## src/rtl/mem_pattern_tester.sv

```systemverilog
// mem_pattern_tester: multi-pass write/read-back pattern checker for the sdram user port.
// Define MEM_TEST_LFSR_EN to enable the LFSR pattern on mode 2'b10 (otherwise it aliases mode 2'b00).
module mem_pattern_tester #(
    parameter int ADDR_W     = 23,
    parameter int DATA_W     = 32,
    parameter int START_ADDR = 0,
    parameter int END_ADDR   = 2**23-1,
    parameter int PASSES     = 4,
    parameter int TIMEOUT    = 1023
) (
    input  logic              clk,
    input  logic              rst,
    input  logic              start,
    input  logic [1:0]        mode,
    output logic [ADDR_W-1:0] addr,
    output logic              rw,
    output logic [DATA_W-1:0] data_in,
    input  logic [DATA_W-1:0] data_out,
    input  logic              busy,
    output logic              in_valid,
    input  logic              out_valid,
    output logic              done,
    output logic              fail,
    output logic [15:0]       err_count,
    output logic [ADDR_W-1:0] first_err_addr,
    output logic [7:0]        leds
);
    localparam logic [ADDR_W-1:0] SA = ADDR_W'(START_ADDR);
    localparam logic [ADDR_W-1:0] EA = ADDR_W'(END_ADDR);
    localparam int TW = $clog2(TIMEOUT + 1);

    typedef enum logic [2:0] {IDLE, WR_REQ, WR_WAIT, RD_REQ, RD_WAIT, DONE_ST} state_t;

    state_t            state, state_n;
    logic [ADDR_W-1:0] addr_r;
    logic [7:0]        pass_idx;
    logic [1:0]        mode_r;
    logic [TW-1:0]     tmo;
    logic              adv, err, last, pass_last, tmo_hit, accept;
    logic [DATA_W-1:0] pinv, pat;

    assign last      = addr_r == EA;
    assign pass_last = pass_idx + 8'd1 == 8'(PASSES);
    assign tmo_hit   = tmo == TW'(TIMEOUT);
    assign accept    = (state == IDLE || state == DONE_ST) && start;
    assign pinv      = {DATA_W{pass_idx[0]}};
    assign addr      = addr_r;
    assign rw        = state == WR_REQ;
    assign data_in   = rw ? pat : '0;
    assign leds      = {done, fail, pass_idx[5:0]};

`ifdef MEM_TEST_LFSR_EN
    localparam logic [31:0] POLY = 32'h8020_0003;
    localparam logic [31:0] SEED = 32'hACE1_0000;
    logic [31:0] lfsr;
    always_comb
        pat = mode_r == 2'b11 ? ~pinv :
              mode_r == 2'b01 ? (DATA_W'(1) << (addr_r % ADDR_W'(DATA_W))) ^ pinv :
              mode_r == 2'b10 ? lfsr[DATA_W-1:0] : DATA_W'(addr_r) ^ pinv;
    // Reseed at each phase boundary so the read phase regenerates the write sequence.
    always_ff @(posedge clk or negedge rst)
        if (!rst)
            lfsr <= '0;
        else if (accept)
            lfsr <= SEED;
        else if (adv)
            lfsr <= (state == WR_WAIT && last) ? SEED + {24'd0, pass_idx} :
                    (state == RD_WAIT && last) ? SEED + {24'd0, pass_idx + 8'd1} :
                    (lfsr >> 1) ^ (lfsr[0] ? POLY : 32'd0);
`else
    always_comb
        pat = mode_r == 2'b11 ? ~pinv :
              mode_r == 2'b01 ? (DATA_W'(1) << (addr_r % ADDR_W'(DATA_W))) ^ pinv :
              DATA_W'(addr_r) ^ pinv;
`endif

    always_ff @(posedge clk or negedge rst)
        if (!rst)
            state <= IDLE;
        else
            state <= state_n;

    always_comb begin
        state_n  = state;
        in_valid = 1'b0;
        adv      = 1'b0;
        err      = 1'b0;
        case (state)
            IDLE, DONE_ST: state_n = start ? WR_REQ : state;
            WR_REQ: begin
                in_valid = !busy;
                state_n  = busy ? WR_REQ : WR_WAIT;
            end
            WR_WAIT: begin
                adv     = !busy;
                state_n = busy ? WR_WAIT : last ? RD_REQ : WR_REQ;
            end
            RD_REQ: begin
                in_valid = !busy;
                state_n  = busy ? RD_REQ : RD_WAIT;
            end
            RD_WAIT: begin
                adv     = out_valid || tmo_hit;
                err     = adv && (!out_valid || data_out != pat);
                state_n = !adv ? RD_WAIT : !last ? RD_REQ : pass_last ? DONE_ST : WR_REQ;
            end
            default: state_n = IDLE;
        endcase
    end

    always_ff @(posedge clk or negedge rst)
        if (!rst) begin
            addr_r         <= '0;
            pass_idx       <= '0;
            mode_r         <= '0;
            tmo            <= '0;
            done           <= 1'b0;
            fail           <= 1'b0;
            err_count      <= '0;
            first_err_addr <= '0;
        end else begin
            tmo <= state == RD_WAIT ? tmo + 1'b1 : '0;
            if (accept) begin
                addr_r         <= SA;
                pass_idx       <= '0;
                mode_r         <= mode;
                done           <= 1'b0;
                fail           <= 1'b0;
                err_count      <= '0;
                first_err_addr <= '0;
            end
            if (adv) begin
                addr_r <= last ? SA : addr_r + 1'b1;
                if (state == RD_WAIT && last) begin
                    pass_idx <= pass_idx + 8'd1;
                    done     <= pass_last;
                end
            end
            if (err) begin
                if (~&err_count)
                    err_count <= err_count + 16'd1;
                fail <= 1'b1;
                if (!fail)
                    first_err_addr <= addr_r;
            end
        end
endmodule
```

## config.mk

```make
export PLATFORM = sky130hd
export DESIGN_NAME = mem_pattern_tester
export DESIGN_NICKNAME = d
export VERILOG_FILES = /design/src/rtl/mem_pattern_tester.sv
export SDC_FILE = /design/constraint.sdc
export NUM_CORES = 1
export LEC_CHECK = 0
export BUFFER_PORTS_ARGS = -buffer_cell sky130_fd_sc_hd__buf_2
export CAP_MARGIN = 20
export CORE_AREA = 2 2 124 126
export CTS_BUF_LIST = sky130_fd_sc_hd__clkbuf_4 sky130_fd_sc_hd__clkbuf_8
export CTS_CLUSTER_SIZE = 28
export DETAILED_ROUTE_END_ITERATION = 16
export DIE_AREA = 0 0 126 128
export PLACE_DENSITY = 0.75
export SLEW_MARGIN = 20
export SYNTH_ARGS = -nofsm -noshare
export SYNTH_HDL_FRONTEND = slang
export SYNTH_SLANG_ARGS = --single-unit
```

## constraint.sdc

```tcl
create_clock -name clk -period 3.3 [get_ports clk]
set_input_delay 0.66 -clock clk [delete_from_list [all_inputs] [get_ports clk]]
set_output_delay 0.66 -clock clk [all_outputs]
set_load 0.01 [all_outputs]
```

=== Word level (Yosys, flattened, before mapping) ===
Cells that the tools add are included.

* Multiplexer cells: 33
* Eq/ne operators: 12
* $add $sub $neg: 4
* Shift operators: 1
* Bitwise operators: 3
* Reductions and logical operators: 14

{| class="wikitable"
|+ Operators with widths
! kind !! number
|-
| two-way mux 23 bit || 6
|-
| two-way mux 32 bit || 3
|-
| two-way mux 16 bit || 3
|-
| inequality test 32 bit || 1
|-
| inverter 32 bit || 1
|-
| left shift 1 x 5 -> 32 bit (first input constant) || 1
|-
| bitwise XOR 23 x 32 -> 32 bit || 1
|-
| bitwise XOR 32 bit || 1
|-
| two-way mux 8 bit || 3
|-
| adder 23 x 1 -> 23 bit (second input constant) || 1
|-
| == test 23 bit (second input constant) || 1
|-
| adder 16 x 1 -> 16 bit (second input constant) || 1
|-
| AND reduction 16 bit || 1
|-
| two-way mux 3 bit || 5
|-
| one-hot mux 3 bit (5 select lines) || 1
|-
| adder 10 x 1 -> 10 bit (second input constant) || 1
|-
| == test 10 bit (second input constant) || 1
|-
| two-way mux 10 bit || 1
|-
| adder 8 x 1 -> 8 bit (second input constant) || 1
|-
| == test 8 x 3 -> 1 bit (second input constant) || 1
|-
| two-way mux 1 bit || 7
|-
| == test 3 x 2 -> 1 bit (second input constant) || 2
|-
| == test 3 bit (second input constant) || 2
|-
| two-way mux 2 bit || 3
|-
| 11 further kinds || 18
|}

* Word-level logic and storage cells: 76
* Input port bits: 39
* Register bits after elaboration: 87

=== Logic depth before layout (Yosys ltp) ===
Gate-level depths: netlist of run 1.

* Depth after elaboration: 9
* Depth in mapped cells: 14
* Mapped depth without buffers: 11

=== Least setup slack after synthesis of run 1 ===
OpenSTA, ideal clock, no wires.

* Path type: reg-to-reg
* Start point: register addr_r[2], in the netlist addr[2]
* End point: register err_count[13]
* Slack: -0.256 ns
* Data required time: 3.169 ns
* Clock period less this slack: 3.556 ns
* Data arrival time: 3.425 ns
* Buffers on the path: 3
* Stages on the path, launching flop included: 15
* Path through: dfrtp_1 > buf_2 > buf_2 > inv_1 > ha_1 > nand2_1 > o21ai_1 > a21o_1 > o22a_1 > or4_1 > or4_4 > or4_1 > buf_2 > nand4_1 > o211ai_1

* Word-level cells in the longest chain between the ends: 9
* Elaborated cells between the ends (all ways): 10
* Classes of those cells: eq/ne (1); shift (1); mux (4); bitwise (2); reduce/logical (2)

{| class="wikitable"
|+ Ends and longest elaborated chain
! what !! RTL line !! RTL
|-
| start: declaration || 35 || <nowiki>logic [ADDR_W-1:0] addr_r;</nowiki>
|-
| start signal: assignment || 133 || <nowiki>addr_r <= last ? SA : addr_r + 1'b1;</nowiki>
|-
| left shift 1 x 5 -> 32 bit || 73 || <nowiki>mode_r == 2'b01 ? (DATA_W'(1) << (addr_r % ADDR_W'(DATA_W))) ^ pinv :</nowiki>
|-
| bitwise XOR 32 bit || 73 ||
|-
| two-way mux 32 bit * || 73 ||
|-
| two-way mux 32 bit * || 72 || <nowiki>pat = mode_r == 2'b11 ? ~pinv :</nowiki>
|-
| inequality test 32 bit * || 104 || <nowiki>err = adv && (!out_valid || data_out != pat);</nowiki>
|-
| logical OR 1 bit * || 104 ||
|-
| logical AND 1 bit * || 104 ||
|-
| two-way mux 1 bit * || 88 || <nowiki>case (state)</nowiki>
|-
| two-way mux 16 bit * || 139 || <nowiki>if (err) begin</nowiki>
|-
| end signal: assignment || 141 || <nowiki>err_count <= err_count + 16'd1;</nowiki>
|-
| end: declaration || 24 || <nowiki>output logic [15:0] err_count,</nowiki>
|}

Every way passes the cells marked *; elsewhere a longest branch is shown, timed or not.
A chain may end at the register's enable or synchronous reset.

=== Worst setup path in the final report of run 1 ===
* Start point: register addr_r[0], in the netlist addr[0]
* End point: register first_err_addr[9]

* Word-level cells in the longest chain between the ends: 9
* Elaborated cells between the ends (all ways): 10
* Classes of those cells: eq/ne (1); shift (1); mux (4); bitwise (2); reduce/logical (2)

{| class="wikitable"
|+ Ends and longest elaborated chain
! what !! RTL line !! RTL
|-
| left shift 1 x 5 -> 32 bit || 73 ||
|-
| bitwise XOR 32 bit || 73 ||
|-
| two-way mux 32 bit * || 73 ||
|-
| two-way mux 32 bit * || 72 ||
|-
| inequality test 32 bit * || 104 ||
|-
| logical OR 1 bit * || 104 ||
|-
| logical AND 1 bit * || 104 ||
|-
| two-way mux 1 bit * || 88 ||
|-
| two-way mux 23 bit * || 139 ||
|-
| end signal: assignment || 144 || <nowiki>first_err_addr <= addr_r;</nowiki>
|-
| end: declaration || 25 || <nowiki>output logic [ADDR_W-1:0] first_err_addr,</nowiki>
|}

Marked as above.

==> out/metrics.yaml, run 1 <==
clock_tree:
  ctsHtreeMaxLevel: 3
  cts-root-buf: "clkbuf_8"
  cts_tree: "yes"
  hold_buffers: 0
  clkTransAtPathRegs_ns: 0.10
  clock_sinks: 87
  clock_latency_ns: 0.38
  cts_buffers: 9
  clk_path_buf_depth: 2
floorplanning:
  dieArea_mm2: 0.0161
  core-area_mm2: 0.0149
  start_util_pct: 46.7
  fp.dieW_um: 126
  die_y_um: 128
  ios: 145
  rows: 45
setup_path:
  worst-path-max-fanout: 6
  end_kind: "flip-flop"
  critPathRequiredTime_ns: 3.56
  critPathLaunchType: "flip-flop"
  arrival_ns: 3.65
  critPathKind: "reg2reg"
run:
  drv_cap: 0
sta:
  period_share_pct: 103
  hold_viol_final: 0
  timing.fmax_mhz: 295
  maxSlewViolCount: 0
  max_slew_margin_pct: 55.0
  worst_pin_slew_ns: 0.671
  timing.final.ws_setup_ns: -0.0938
  layout_min_cycle_time_ns: 3.39
  rsz0062_at_grt: "yes"
  fin_skew_ns: 0.0160
  setup_viol: 38
  hold_ws_ns: 0.303
synth:
  ys_warn_count: 0
  syn_inst: 900
  async_reset_ff_share_pct: 100
  synth.distinct_cells: 81
  yosys_register_bits: 87
  synth_edf_count: 0
  synth_fp_nets: 948
  avgSynthCellArea_um2: 7.72
  seq_area_frac_synth_pct: 31.3
  synth_area_mm2: 0.00695
  ys.flop_type: "dfrtp_1"
power:
  pwr-share-seq_pct: 23.6
  p_switching_mw: 2.27
  p_clk_share_pct: 14.1
  intPower_mw: 2.76
  ir_worst_vdd_mv: 0.417
  p_leak_nw: 4.20
  power_density_mw_per_mm2: 550
  pwr-share-comb_pct: 62.4
  p_sw_share_pct: 45.1
route:
  dr.pass1.iters: 6
  antenna_left: 0
  drc: 0
  drt-vias-per-instance: 5.88
  drt_iter0_markers: 789
  wl_per_cell_um: 18.7
  wirelength_mm: 24.9
  via_count: 7818
layout:
  drive_gt1_share_pct: 31.3
  num-nets-final: 1184
  post-route-util_pct: 61.4
  syn_to_final_growth_pct: 31.5
  antennaDiodeCount: 0
  instances_no_fill: 1329
global_routing:
  antenna_found_initial: 0
  grt.overflow.total: 0
  grt_pass1_vias: 7224
  grt_pass1_wl_mm: 39.2
  grt_max_degree: 51
  grt_util_all_layers_pct: 30.6
placed_design:
  dpl_worst_slack_ns: -0.149
  dp.cells: 1298
  place.detailed.hpwl_mm: 19.0
  gp_congestion: 1.01
  port_buffers: 144
outcome:
  status: "finished with violations"
  violations: "negative setup slack"
hold_path:
  hp-class: "in2async"
[registers in the layout, indices dropped and copies added (netlist names)]
register,flops
mode_r,2
first_err_addr,23
err_count,16
state,3
fail,1
addr,23
tmo,10
pass_idx,8
done,1
[logic make-up (layout without fill, tap and decap cells)]
logic type / count (synthesis) / in the layout / share of synthesized area (%)
xor gates and xnor gates: 62 / 62 / 7.82
adders and majority gates: 9 / 9 / 1.62
and+or+nand+nor: 350 / 350 / 24.7
buffers and inverters: 121 / 362 / 7.64
muxes: 29 / 29 / 4.23
DFF: 87 / 87 / 31.3
AOI/OAI and AO/OA: 242 / 242 / 22.6
[power groups by stage]
stage	clock, mW	sequential (mW)	combinational, mW
finish	0.706	1.18	3.13
global placement	0	1.20	2.96
detailed placement	0	1.20	2.97
floorplan	0	1.18	1.70
global route	0.760	1.19	3.38
CTS	0.725	1.18	3.06
[area by class of cell]
type | count | area [µm²]
well taps | 188 | 235
clock inverters | 6 | 46.3
inverters | 51 | 196
flip-flops and latches | 87 | 2180
multi-input cells | 692 | 4380
clock buffers | 10 | 131
fillers | 1337 | 5730
repair buffers | 295 | 1960
[Yosys cell counts (18+ instances only)]
| cell type | n | area share, % |
|---|---|---|
| a21oi_1 | 29 | 2.1 |
| clkbuf_1 | 34 | 1.8 |
| dfrtp_1 | 87 | 31 |
| inv_1 | 50 | 2.7 |
| mux2i_1 | 26 | 3.7 |
| nand2_1 | 101 | 5.5 |
| nand3_1 | 43 | 3.1 |
| nor2_1 | 100 | 5.4 |
| o211ai_1 | 18 | 1.9 |
| o21ai_0 | 77 | 5.5 |
| xnor2_1 | 46 | 5.8 |
[layout by cell type, fill, tap and decap left out, types with 4 or more instances in the layout]
cell,instances
a211oi_1,10
a21o_1,6
a21oi_1,28
a221oi_1,6
a22oi_1,6
a31oi_1,9
and2_1,14
and3_1,11
buf_12,5
buf_2,143
buf_4,140
buf_6,6
clkbuf_8,9
dfrtp_1,83
dfrtp_2,4
ha_1,4
ha_4,4
inv_1,48
mux2i_1,24
nand2_1,101
nand2b_1,6
nand3_1,43
nand4_1,11
nor2_1,100
nor2b_1,6
nor3_1,13
nor4_1,4
o211ai_1,18
o21ai_0,75
o21ai_1,9
o21ai_2,4
o221ai_1,4
o22ai_1,13
o31ai_1,10
o32ai_1,4
xnor2_1,46
xor2_1,16
[worst paths after layout]
path | startpoint | to | slack, ns | cells past startpoint
max in group asynchronous | rst | addr[0] | 2.33 | 2
hold reg to reg | tmo[0] | tmo[0] | 0.47 | 1
setup reg to reg | addr[0] | first_err_addr[9] | -0.09 | 13
setup / recovery | addr[0] | first_err_addr[9] | -0.09 | 13
min in group clk | tmo[0] | tmo[0] | 0.47 | 1
hold / removal | rst | err_count[10] | 0.30 | 1
[stage by stage]
step                      setup TNS, ns  power [mW]  instance area, µm²
after global placement            -1.99        4.15                8710
final                             -2.30        5.02                9130
after detailed placement          -4.20        4.17                8710
after floorplan                       0        2.88                7030
after global routing              -8.88        5.33                9130
after CTS                        -0.709        4.96                9040
[worst max-delay path, cell delays in order, from the launching register on]
cell       delay (ns)
dfrtp_2          0.48
ha_4             0.20
ha_4             0.17
nand4b_1         0.14
a21boi_2         0.08
o41ai_2          0.22
o311ai_1         0.15
or4_4            0.55
or4_4            0.46
nor4_4           0.28
buf_6            0.16
nor3_4           0.07
clkbuf_16        0.20
mux2i_1          0.11
[metal layers]
layer  vias up  global-route usage (%)  share of wire (%)
met5         -                       0                  0
met4         0                    14.6                4.7
met3        83                    5.26                6.9
met2       356                    48.6                 46
met1      3707                    40.6                 42
li1       3672                       -                  -
[timing repair]
item,in CTS,in global routing
gates cloned,1,1
setup buffers,11,2
pin swaps,5,0
setup endpoints to repair,39,40
resized for setup,19,12
hold endpoints to repair,0,0
No activity file was read; power rests on OpenSTA's default activity.
==> inputs of run 2 (changes only) <==
--- a/config.mk
+++ b/config.mk
@@ -5,14 +5,15 @@
 export SDC_FILE = /design/constraint.sdc
 export NUM_CORES = 1
 export LEC_CHECK = 0
+export ABC_CLOCK_PERIOD_IN_PS = 3300
 export BUFFER_PORTS_ARGS = -buffer_cell sky130_fd_sc_hd__buf_2
 export CAP_MARGIN = 20
-export CORE_AREA = 2 2 124 126
+export CORE_AREA = 2 2 135 137
 export CTS_BUF_LIST = sky130_fd_sc_hd__clkbuf_4 sky130_fd_sc_hd__clkbuf_8
 export CTS_CLUSTER_SIZE = 28
 export DETAILED_ROUTE_END_ITERATION = 16
-export DIE_AREA = 0 0 126 128
-export PLACE_DENSITY = 0.75
+export DIE_AREA = 0 0 137 139
+export PLACE_DENSITY = 0.65
 export SLEW_MARGIN = 20
 export SYNTH_ARGS = -nofsm -noshare
 export SYNTH_HDL_FRONTEND = slang
==> run 2 against run 1 <==
Against the previous run:
- global-route usage fell by 3.1 points
- die area rose by 18%
- largest cell class unchanged
- via count fell by 0.95%
- clock skew fell by 0.0041 ns
- critical path type unchanged
- worst setup slack got worse by 0.083 ns
- largest power group unchanged
- the flow still finishes with violations (negative setup slack)
- cell area rose by 2.2%
==> out/metrics.yaml, run 2 (synthesis results as in run 1) <==
outcome:
  status: "finished with violations"  # unchanged
  violations: "negative setup slack"  # unchanged
setup_path:
  critPathKind: "reg2reg"  # unchanged
  critPathRequiredTime_ns: 3.56  # about the same
  crit_chain: "buf_6, ha_4, ha_4, nand4b_1, a21boi_1, o41ai_2, o311ai_1, or4_4, or4_4, or4_4, o211ai_1, o21ai_1"  # was ha_4, ha_4, nand4b_1, a21boi_2, o41ai_2, o311ai_1, or4_4, or4_4, nor4_4, buf_6, nor3_4, clkbuf_16, mux2i_1
  cp_top_family: "simple AND/OR/NAND/NOR gates"  # unchanged
  critPathMaxStageDelay_ns: 0.54  # was 0.55 ns
  arrival_ns: 3.74  # was 3.65 ns
  critPathLaunchType: "flip-flop"  # unchanged
  end_kind: "flip-flop"  # unchanged
  worst-path-max-fanout: 9  # was 6
  cp_num_buf_inv: 1  # was 2
  cp_slowest_cell: "or4_4"  # unchanged
  r2r_slack_ns: -0.18  # was -0.09 ns
  cpMostUsedCell: "or4_4"
floorplanning:
  core-area_mm2: 0.0177  # was 0.0149 mm²
  dieArea_mm2: 0.0190  # was 0.0161 mm²
  rows: 49  # was 45
  start_util_pct: 39.3  # was 46.7%
  fp.dieW_um: 137  # was 126 µm
  ios: 145  # unchanged
  die_y_um: 139  # was 128 µm
global_routing:
  grt_max_degree: 48  # was 51
  grt_pass1_wl_mm: 40.8  # was 39.2 mm
  grt_pass1_vias: 7396  # was 7224
  grt.overflow.total: 0  # unchanged
  antenna_found_initial: 0  # unchanged
  grt_util_all_layers_pct: 27.5  # was 30.6%
sta:
  maxSlewViolCount: 0  # unchanged
  hold_ws_ns: 0.280  # was 0.303 ns
  layout_min_cycle_time_ns: 3.48  # was 3.39 ns
  max_slew_margin_pct: 58.5  # was 55.0%
  setup_viol: 40  # was 38
  hold_viol_final: 0  # unchanged
  fin_skew_ns: 0.0119  # was 0.0160 ns
  worst_pin_slew_ns: 0.622  # was 0.671 ns
  timing.final.ws_setup_ns: -0.176  # was -0.0938 ns
  timing.fmax_mhz: 288  # was 295 MHz
  period_share_pct: 105  # was 103%
  rsz0062_at_grt: "yes"  # unchanged
power:
  ir_worst_vdd_mv: 0.431  # was 0.417 mV
  p_clk_share_pct: 15.3  # was 14.1%
  power_density_mw_per_mm2: 555  # was 550 mW/mm²
  pwr-share-seq_pct: 22.7  # was 23.6%
  p_switching_mw: 2.28  # was 2.27 mW
  intPower_mw: 2.90  # was 2.76 mW
  p_sw_share_pct: 44.0  # was 45.1%
  pwr-share-comb_pct: 62.0  # was 62.4%
  p_leak_nw: 4.27  # was 4.20 nW
  power_mw: 5.18  # was 5.02 mW
placed_design:
  place.detailed.hpwl_mm: 20.1  # was 19.0 mm
  dpl-instance-area_mm2: 0.00887  # was 0.00871 mm²
  gp_congestion: 0.972  # was 1.01
  port_buffers: 144  # unchanged
  dp.cells: 1352  # was 1298
route:
  wirelength_mm: 26.2  # was 24.9 mm
  drc: 0  # unchanged
  drt-vias-per-instance: 5.61  # was 5.88
  wl_per_cell_um: 19.0  # was 18.7 µm
  dr.pass1.iters: 5  # was 6
  drt_iter0_markers: 644  # was 789
  antenna_left: 0  # unchanged
  via_count: 7744  # was 7818
run:
  drv_cap: 0  # unchanged
layout:
  drive_gt1_share_pct: 31.7  # was 31.3%
  final_common_cell: "buf_4"  # was buf_2
  fin_area_mm2: 0.00934  # was 0.00913 mm²
  antennaDiodeCount: 0  # unchanged
  instances_no_fill: 1380  # was 1329
  num-nets-final: 1194  # was 1184
  syn_to_final_growth_pct: 34.4  # was 31.5%
  layout_common_cells: "buf_4 (144), buf_2 (143), nand2_1 (101)"  # was buf_2 (143), buf_4 (140), nand2_1 (101)
clock_tree:
  clock_sinks: 87  # unchanged
  clock_latency_ns: 0.38  # about the same
  clkTransAtPathRegs_ns: 0.09  # was 0.10 ns
  ctsHtreeMaxLevel: 3  # unchanged
  cts_buffers: 9  # unchanged
  cts-root-buf: "clkbuf_8"  # unchanged
  cts_tree: "yes"  # unchanged
  clk_path_buf_depth: 2  # unchanged
hold_path:
  hp-class: "in2async"  # unchanged
run 2: changes by cell type in the layout (fill, tap and decap cells not counted), sizes merged:
cell and delta:
clkinvlp -1, bufinv +1, buf +10
run 2: stage by stage:
stage	setup TNS (ns)	utilization (%)	setup WS, ns
final	-5.36	52.9	-0.176
after global routing	-11.19	52.9	-0.326
after CTS	-4.43	52.8	-0.155
after detailed placement	-5.65	50.2	-0.191
after global placement	-5.37	50.2	-0.177
after floorplan	0	-	0.00156
run 2: area by class of cell:
cell class | instances | area (µm²)
multi-input combinational | 692 | 4400
tap | 229 | 287
fill | 1740 | 8320
sequential | 87 | 2180
clock buffer | 10 | 138
inverter | 51 | 196
timing repair buffer | 305 | 2070
clock inverter | 6 | 68.8
run 2: path summary, 6_finish.rpt:
path                       cells past startpoint     from       endpoint
hold / removal                                 1      rst  err_count[11]
max in group asynchronous                      2      rst    pass_idx[0]
setup / recovery                              12  addr[1]   err_count[4]
setup reg to reg                              12  addr[1]   err_count[4]
hold reg to reg                                1   tmo[0]         tmo[0]
min in group clk                               1   tmo[0]         tmo[0]
run 2: repair_timing:
action	in CTS	in global routing
hold buffers	0	0
endpoints found under the setup margin	40	41
gates cloned	1	1
resized for setup	37	3
pin swaps	17	10
setup buffers	13	1
run 2: worst reg2reg max path, delay by kind of cell, from the launching register on:
kind / cells / cell delay [ns]
AND/OR/NAND/NOR: 4 / 1.64
AO/OA/AOI/OAI: 5 / 0.80
flip-flops: 1 / 0.46
buffers and inverters: 1 / 0.13
adder cells (fa/ha/maj): 2 / 0.33
run 2: routing by layer:
layer	up-vias	wire, µm	GRT usage (%)
li1	3683	-	-
met3	47	1520	4.57
met2	275	12400	44.2
met4	0	716	8.52
met1	3739	11600	37.6
met5	-	0	0
run 2: power by group through the flow:
stage / combinational, mW / sequential (mW) / clock (mW)
floorplan: 1.70 / 1.18 / 0
global placement: 3.04 / 1.19 / 0
detailed placement: 3.03 / 1.19 / 0
CTS: 3.20 / 1.18 / 0.811
global route: 3.49 / 1.19 / 0.852
finish: 3.21 / 1.18 / 0.791
==> inputs of run 3 (changes only) <==
--- a/config.mk
+++ b/config.mk
@@ -8,12 +8,12 @@
 export ABC_CLOCK_PERIOD_IN_PS = 3300
 export BUFFER_PORTS_ARGS = -buffer_cell sky130_fd_sc_hd__buf_2
 export CAP_MARGIN = 20
-export CORE_AREA = 2 2 135 137
+export CORE_AREA = 2 2 174 176
 export CTS_BUF_LIST = sky130_fd_sc_hd__clkbuf_4 sky130_fd_sc_hd__clkbuf_8
 export CTS_CLUSTER_SIZE = 28
 export DETAILED_ROUTE_END_ITERATION = 16
-export DIE_AREA = 0 0 137 139
-export PLACE_DENSITY = 0.65
+export DIE_AREA = 0 0 176 178
+export PLACE_DENSITY = 0.44
 export SLEW_MARGIN = 20
 export SYNTH_ARGS = -nofsm -noshare
 export SYNTH_HDL_FRONTEND = slang
==> run 3 against run 2 <==
Against the previous run:
- the run still ends with negative setup slack left
- sequential power about the same
- die area rose by 65%
- first-iteration DRC count shrank 23%
- critical path type unchanged
- wire length increased by 13%
- critical endpoint is now first_err_addr[7]
- register-to-register slack better by 0.03 ns
- flip-flop and latch count did not move
==> out/metrics.yaml, run 3 (synthesis results as in run 1) <==
route:
  via_count: 7682  # was 7744
  dr.pass1.iters: 5  # unchanged
  drc: 0  # unchanged
  wl_per_cell_um: 19.0  # about the same
  drt_iter0_markers: 499  # was 644
  wirelength_mm: 29.5  # was 26.2 mm
  antenna_left: 0  # unchanged
  drt-vias-per-instance: 4.94  # was 5.61
floorplanning:
  fp.dieW_um: 176  # was 137 µm
  rows: 63  # was 49
  die_y_um: 178  # was 139 µm
  core-area_mm2: 0.0294  # was 0.0177 mm²
  dieArea_mm2: 0.0313  # was 0.0190 mm²
  start_util_pct: 23.6  # was 39.3%
  ios: 145  # unchanged
power:
  ir_worst_vdd_mv: 0.258  # was 0.431 mV
  power_density_mw_per_mm2: 551  # was 555 mW/mm²
  p_leak_nw: 4.35  # was 4.27 nW
layout:
  drive_gt1_share_pct: 32.7  # was 31.7%
  layout_common_cells: "buf_4 (156), buf_2 (143), nor2_1 (100), nand2_1 (100), dfrtp_1 (81)"  # was buf_4 (144), buf_2 (143), nand2_1 (101)
  syn_to_final_growth_pct: 38.8  # was 34.4%
  final_common_cell: "buf_4"  # unchanged
  fin_area_mm2: 0.00964  # was 0.00934 mm²
  post-route-util_pct: 32.8  # was 52.9%
  num-nets-final: 1208  # was 1194
  antennaDiodeCount: 0  # unchanged
clock_tree:
  clk_path_buf_depth: 2  # unchanged
  clock_sinks: 87  # unchanged
  clkTransAtPathRegs_ns: 0.11  # was 0.09 ns
  clock_latency_ns: 0.38  # about the same
  cts_tree: "yes"  # unchanged
  cts-root-buf: "clkbuf_8"  # unchanged
  cts_buffers: 9  # unchanged
  ctsHtreeMaxLevel: 3  # unchanged
  hold_buffers: 0  # unchanged
sta:
  maxSlewViolCount: 0  # unchanged
  setup_viol: 40  # unchanged
  rsz0062_at_grt: "yes"  # unchanged
  worst_pin_slew_ns: 0.664  # was 0.622 ns
  max_slew_margin_pct: 55.4  # was 58.5%
  fin_skew_ns: 0.0165  # was 0.0119 ns
  hold_viol_final: 0  # unchanged
  timing.final.ws_setup_ns: -0.151  # was -0.176 ns
  period_share_pct: 105  # about the same
  layout_min_cycle_time_ns: 3.45  # was 3.48 ns
  finalSetupTns_ns: -4.44  # was -5.36 ns
  timing.fmax_mhz: 290  # was 288 MHz
setup_path:
  end_kind: "flip-flop"  # unchanged
  critPathKind: "reg2reg"  # unchanged
  critPathRequiredTime_ns: 3.56  # about the same
  critPathLaunchType: "flip-flop"  # unchanged
  critPathLaunch: "addr[0]"  # was addr[1]
  regToRegEndpoint: "first_err_addr[7]"  # was err_count[4]
  worst-path-max-fanout: 12  # was 9
  arrival_ns: 3.71  # was 3.74 ns
  reg2reg_from: "addr[0]"  # was addr[1]
  rr_worst_depth: 14  # was 12
  r2r_slack_ns: -0.15  # was -0.18 ns
outcome:
  status: "finished with violations"  # unchanged
  violations: "negative setup slack"  # unchanged
placed_design:
  dpl-instance-area_mm2: 0.00931  # was 0.00887 mm²
  gp_congestion: 0.908  # was 0.972
  port_buffers: 144  # unchanged
  place.detailed.hpwl_mm: 23.3  # was 20.1 mm
global_routing:
  antenna_found_initial: 0  # unchanged
  grt_pass1_wl_mm: 45.2  # was 40.8 mm
  grt_pass1_vias: 7674  # was 7396
  grt.overflow.total: 0  # unchanged
  grt_util_all_layers_pct: 18.8  # was 27.5%
  grt_max_degree: 42  # was 48
hold_path:
  hp-class: "in2async"  # unchanged
run:
  drv_cap: 0  # unchanged
==> run 3: cell types whose count changed in the layout (fill, tap and decap cells not counted), sizes merged <==
| cell | before | now |
|---|---|---|
| buf | 304 | 319 |
| clkinvlp | 1 | 3 |
| clkinv | 3 | 2 |
| clkbuf | 11 | 10 |
| bufinv | 1 | 0 |
==> run 3: where the power goes <==
group	switching (mW)	leakage, nW	internal (mW)	total, mW
clock	0.433	0.0849	0.297	0.730
sequential	0.0680	1.20	1.11	1.18
combinational	1.89	3.07	1.51	3.40
total	2.39	4.35	2.92	5.31
==> run 3: layout make-up <==
type	instances	area, µm²
clock buffer	10	138
clock inverter	6	45.0
fill	3179	19800
inverter	51	191
multi-input combinational	692	4380
sequential	87	2180
tap	390	488
timing repair buffer	319	2220
==> run 3: how the worst max path moves through the flow <==
stage	end	slack (ns)	cells after the start
floorplan	err_count[13]	0.002	12
finish	first_err_addr[7]	-0.15	14
detailed placement	err_count[13]	-0.30	13
CTS	first_err_addr[7]	-0.14	14
global route	first_err_addr[6]	-0.29	14
global placement	err_count[4]	-0.34	11
==> run 3: repair_timing <==
item,in CTS,in global routing
buffers inserted,1,3
endpoints found under the setup margin,40,40
resized for setup,13,14
pin swaps,0,8
==> run 3: worst max-delay path, stage by stage (launching register included) <==
cell and delay (ns):
dfrtp_2 0.45, buf_6 0.13, ha_4 0.16, ha_4 0.16, nand4b_1 0.14, a21boi_2 0.09
o41ai_2 0.21, o311ai_1 0.14, or4_4 0.54, or4_4 0.48, nor4_4 0.28, buf_6 0.17
nor3_4 0.07, buf_12 0.18, mux2i_1 0.12
==> run 3: stage by stage <==
stage	total power, mW	setup WS [ns]	std cells	hold slack, ns
after floorplan	2.88	0.00156	900	0.364
after global placement	4.56	-0.341	1535	0.450
after detailed placement	4.54	-0.305	1535	0.449
after CTS	5.32	-0.137	1552	0.250
after global routing	5.68	-0.285	1555	0.260
final	5.31	-0.151	1555	0.245
==> run 3: layer usage <==
layer	share of wire (%)	routed length [µm]	global-route usage [%]	vias up
met1	47	13800	25.4	3753
met2	48	14100	32.1	183
met3	3.6	1060	2.15	30
li1	-	-	-	3716
met4	1.9	549	4.58	0
met5	0	0	0	-
